<file path="config.mk">
export PLATFORM = sky130hd
export DESIGN_NAME = uart_rx
export DESIGN_NICKNAME = d
export VERILOG_FILES = /design/src/rtl/uart_rx.sv
export SDC_FILE = /design/constraint.sdc
export NUM_CORES = 1
export LEC_CHECK = 0
export ABC_CLOCK_PERIOD_IN_PS = 5900
export CAP_MARGIN = 20
export CORE_UTILIZATION = 45
export DETAILED_ROUTE_END_ITERATION = 8
export GPL_TIMING_DRIVEN = 0
export PLACE_DENSITY_LB_ADDON = 0.08
export SLEW_MARGIN = 25
export SYNTH_ARGS = -nofsm -noshare
export SYNTH_HDL_FRONTEND = slang
export SYNTH_SLANG_ARGS = --single-unit
export TNS_END_PERCENT = 5
</file>
<file path="constraint.sdc">
create_clock -name i_Clock -period 5.9 [get_ports i_Clock]
set_input_delay 1.18 -clock i_Clock [delete_from_list [all_inputs] [get_ports i_Clock]]
set_output_delay 1.18 -clock i_Clock [all_outputs]
set_load 0.01 [all_outputs]
</file>
<file path="src/rtl/uart_rx.sv">
// uart_rx: 8N1 UART receiver with 2-flop input synchroniser, mid-bit sampling and stop-bit check.
// Define UART_RX_PARITY_EN to add a parity bit (8 data + parity + stop) with parity-error strobe.
module uart_rx #(
    parameter int CLKS_PER_BIT = 217,
    parameter int PARITY_ODD   = 0
) (
    input  logic       i_Clock,
    input  logic       i_Rst,
    input  logic       i_RX_Serial,
    output logic       o_RX_DV,
    output logic [7:0] o_RX_Byte,
    output logic       o_RX_Active,
    output logic       o_RX_Frame_Err,
    output logic       o_RX_Parity_Err
);
    localparam int CW = $clog2(CLKS_PER_BIT) + 1;
    localparam logic [CW-1:0] HALF = CW'((CLKS_PER_BIT - 1) / 2);
    localparam logic [CW-1:0] LAST = CW'(CLKS_PER_BIT - 1);

    typedef enum logic [2:0] {
        S_IDLE, S_START, S_DATA, S_PARITY, S_STOP, S_BREAK
    } state_t;

    state_t          r_State;
    logic [1:0]      r_Sync;
    logic [CW-1:0]   r_Cnt;
    logic [2:0]      r_Idx;
    logic [7:0]      r_Shift;
    logic [7:0]      r_Byte;
    logic            r_DV;
    logic            r_Frame_Err;
    logic            w_Rx_S;
    logic            w_Bit_End;
`ifdef UART_RX_PARITY_EN
    logic            r_Par_Bad;
    logic            r_Parity_Err;
`endif

    assign w_Rx_S    = r_Sync[1];
    assign w_Bit_End = (r_Cnt == LAST);

    always_ff @(posedge i_Clock) begin
        if (i_Rst) begin
            r_State     <= S_IDLE;
            r_Sync      <= 2'b11;
            r_Cnt       <= '0;
            r_Idx       <= '0;
            r_Shift     <= '0;
            r_Byte      <= '0;
            r_DV        <= 1'b0;
            r_Frame_Err <= 1'b0;
`ifdef UART_RX_PARITY_EN
            r_Par_Bad    <= 1'b0;
            r_Parity_Err <= 1'b0;
`endif
        end else begin
            r_Sync      <= {r_Sync[0], i_RX_Serial};
            r_DV        <= 1'b0;
            r_Frame_Err <= 1'b0;
`ifdef UART_RX_PARITY_EN
            r_Parity_Err <= 1'b0;
`endif
            case (r_State)
                S_IDLE: begin
                    r_Cnt <= '0;
                    r_Idx <= '0;
`ifdef UART_RX_PARITY_EN
                    r_Par_Bad <= 1'b0;
`endif
                    if (!w_Rx_S) r_State <= S_START;
                end
                S_START: begin
                    // Re-check the line at mid start bit to reject short glitches
                    if (r_Cnt == HALF) begin
                        r_Cnt   <= '0;
                        r_State <= w_Rx_S ? S_IDLE : S_DATA;
                    end else begin
                        r_Cnt <= r_Cnt + 1'b1;
                    end
                end
                S_DATA: begin
                    if (w_Bit_End) begin
                        r_Cnt          <= '0;
                        r_Shift[r_Idx] <= w_Rx_S;
                        r_Idx          <= r_Idx + 3'd1;
                        if (r_Idx == 3'd7) begin
`ifdef UART_RX_PARITY_EN
                            r_State <= S_PARITY;
`else
                            r_State <= S_STOP;
`endif
                        end
                    end else begin
                        r_Cnt <= r_Cnt + 1'b1;
                    end
                end
`ifdef UART_RX_PARITY_EN
                S_PARITY: begin
                    if (w_Bit_End) begin
                        r_Cnt     <= '0;
                        r_Par_Bad <= (w_Rx_S != ((^r_Shift) ^ (PARITY_ODD != 0)));
                        r_State   <= S_STOP;
                    end else begin
                        r_Cnt <= r_Cnt + 1'b1;
                    end
                end
`endif
                S_STOP: begin
                    if (w_Bit_End) begin
                        r_Cnt <= '0;
                        if (w_Rx_S) begin
`ifdef UART_RX_PARITY_EN
                            if (r_Par_Bad) begin
                                r_Parity_Err <= 1'b1;
                            end else begin
                                r_Byte <= r_Shift;
                                r_DV   <= 1'b1;
                            end
`else
                            r_Byte <= r_Shift;
                            r_DV   <= 1'b1;
`endif
                            r_State <= S_IDLE;
                        end else begin
                            r_Frame_Err <= 1'b1;
                            r_State     <= S_BREAK;
                        end
                    end else begin
                        r_Cnt <= r_Cnt + 1'b1;
                    end
                end
                S_BREAK: begin
                    // Held-low line must go high before a new start bit can count
                    if (w_Rx_S) r_State <= S_IDLE;
                end
                default: r_State <= S_IDLE;
            endcase
        end
    end

    assign o_RX_DV        = r_DV;
    assign o_RX_Byte      = r_Byte;
    assign o_RX_Frame_Err = r_Frame_Err;
    assign o_RX_Active    = (r_State == S_START) || (r_State == S_DATA) ||
                            (r_State == S_PARITY) || (r_State == S_STOP);
`ifdef UART_RX_PARITY_EN
    assign o_RX_Parity_Err = r_Parity_Err;
`else
    // Always 0 without parity; the term only keeps PARITY_ODD referenced
    assign o_RX_Parity_Err = 1'b0 && (PARITY_ODD != 0);
`endif

endmodule

</file>
==> run summary <==
Die H: 64.55 um
Vias in the first global route: 1395
Hold depth: 1
Clock transition at path regs: 70 ps
Ports: 15
Final Cycle Share: 49.11%
Die Wd: 64.55 um
Post-CTS sizing: 0
Post-synth EDFFs: 0
Async set or reset register ratio after synthesis: 0%
Crit path time final: 2898 ps
Most used DFF post-synth: dfxtp_1
DP HPWL: 2.563 mm
# clock sinks: 35
First-pass GRT wire length: 6.410 mm
Max Slew Vio Count: 0
Post-Synthesis Cell Area: 1760 um2
Final worst clock skew: 5.767 ps
Avg WL per Cell: 13.58 um
Initial DRC count: 67
Unique masters post-synth: 50
Worst-Skew Late Latency: 290 ps
Worst slew pin tran: 736.0 ps
Max Cap Viol: 0
# diodes: 0
Arrival time worst endpoint: 1720 ps
Ratio of cells with drive above 1 in the final layout: 11.36%
Worst Path Class, Setup: register to output port
Outcome: finished, final reports clean
Core Util, Final: 56.06%
Port buffer count: 13
Pleak: 0.0008725 uW
Top area cells in the synthesized netlist: dfxtp_1, mux2i_1, nand2_1
Non-filler cells, final: 268
Hold WC Path Type: register to register
Initial Util: 47.37%
WP data required: 4720 ps
Vias: 1473
Power density over the cells: 287.6 nW/um2
Fin Setup TNS: 0 ps
Cts bufs inserted: 5
Routed Wire Length: 3.640 mm
Worst ir drop on vdd: 0.1356 mV
Total track usage: 20.25%
Avg Cell Area, Syn: 8.846 um2
Fillers: 338
Area grow syn2layout: 18.34%
Area of the core: 3716 um2
Final Hold Vio Count: 0
Largest area contributor in the netlist: dfxtp_1
Reg area: 700.7 um2
Antenna violations before repair: 0
Routability cong.: 0.8256
Final setup fails: 0
ANT nets after route: 0
Layout Nets: 226
H-tree levels: 2
Multi-input logic area: 973.4 um2
Drt pass-1 iters: 5
Residual DRC: 0
CTS tree: yes
Largest net degree at the start of global routing: 12
Setup crit end kind: output port
GRT overflow: 0
Post-Syn Nets: 206
Placed insts: 260
Unrepaired setup endpoints after global routing: false
Clock buffer depth: 2
Critical Path Start Type: register
CP max FO: 10
Root Driver: clkbuf_8
Worst R2R Path Depth: 6
Post-CTS Setup Inserts: 0
Slew HR: 50.84%
Die footprint: 4166 um2
Vias/cell: 5.496
#FFs+latches synth: 35
Most common cell in the netlist: dfxtp_1
Gate Count Post-Synth: 199
Top-area cell type share of the netlist area: 39.80%
Max Fclk: 345.1 MHz
Row count: 22
Commonest cells in the netlist: dfxtp_1, nand2_1, mux2i_1, nor2_1, nand3_1
Yosys warns: 0
Seq/Total Area, Yosys: 39.80%
Hold-fix buffers, CTS: 0
-- power by group --
part | switching [uW] | internal, uW
clock network | 90.3 | 169
logic | 53.2 | 40.4
registers | 3.85 | 242
-- layout by cell type, fill, tap and decap left out, drive strengths merged, types with 2 or more instances in the layout --
cell	n
nand2	28
bufinv	2
a211o	2
nand4	5
clkdlybuf4s50	13
o21ai	7
dfxtp	35
o211ai	4
a21oi	5
o221ai	3
buf	9
or3b	2
or2	3
ha	4
nor2b	4
nor4	2
nor2	17
mux2i	18
inv	4
clkbuf	11
xnor2	2
nand3	7
nor3	3
nand2b	3
and2	5
-- stage by stage --
| stage | hold WS [ps] | power [uW] | setup slack (ps) | area [um2] |
|---|---|---|---|---|
| floorplan | 389.5 | 321.2 | 3842 | 1760 |
| global placement | 398.1 | 343.4 | 3027 | 1951 |
| detailed placement | 398.8 | 344.3 | 3015 | 1951 |
| CTS | 415.0 | 601.3 | 3018 | 2083 |
| global route | 422.7 | 620.3 | 2953 | 2083 |
| finish | 412.6 | 599.1 | 3002 | 2083 |
-- state kept, by name (all words and copies together) (netlist names) --
signal	cells
r_Shift	8
o_RX_DV	1
r_State	3
o_RX_Byte	8
o_RX_Frame_Err	1
r_Idx	3
r_Cnt	9
r_Sync	2
-- layout make-up --
class / count / area share (%)
buffer: 14 / 3.423
clock buffer: 6 / 3.483
clock inverter: 2 / 2.883
inverter: 4 / 0.7207
multi-input combinational: 146 / 46.73
sequential: 35 / 33.63
tap: 48 / 2.883
timing repair buffer: 13 / 6.246
-- final timing paths --
| kind | startpoint | to | slack (ps) |
|---|---|---|---|
| max | r_State[1] | o_RX_Active | 3000 |
| min reg2reg | r_Sync[0] | r_Sync[1] | 410 |
| min | r_Sync[0] | r_Sync[1] | 410 |
| max reg2reg | r_Cnt[0] | r_State[2] | 3750 |
-- kinds of logic after synthesis --
logic type / synth area share (%)
AO/OA/AOI/OAI: 14.07
XOR/XNOR: 1.493
adder cells (fa/ha/maj): 3.412
buffers and inverters: 4.904
flip-flops: 39.80
multiplexers: 10.23
other: 0.2130
AND/OR/NAND/NOR: 25.87
-- critical path: stages, from the launching register on --
cell,delay [ps]
dfxtp_1,310
buf_2,170
nor2_1,230
xnor2_1,150
clkdlybuf4s50_1,560
-- routing by layer --
metal | GRT usage [%] | vias to the layer above | wire length, um | part of all wire (%)
met5 | 0 | - | 0 | 0
met4 | 9.167 | 0 | 66 | 1.8
met3 | 5.810 | 6 | 118 | 3.2
met2 | 31.84 | 26 | 1611 | 44
met1 | 25.55 | 696 | 1844 | 51
li1 | - | 745 | - | -
No activity file was read; power rests on OpenSTA's default activity.
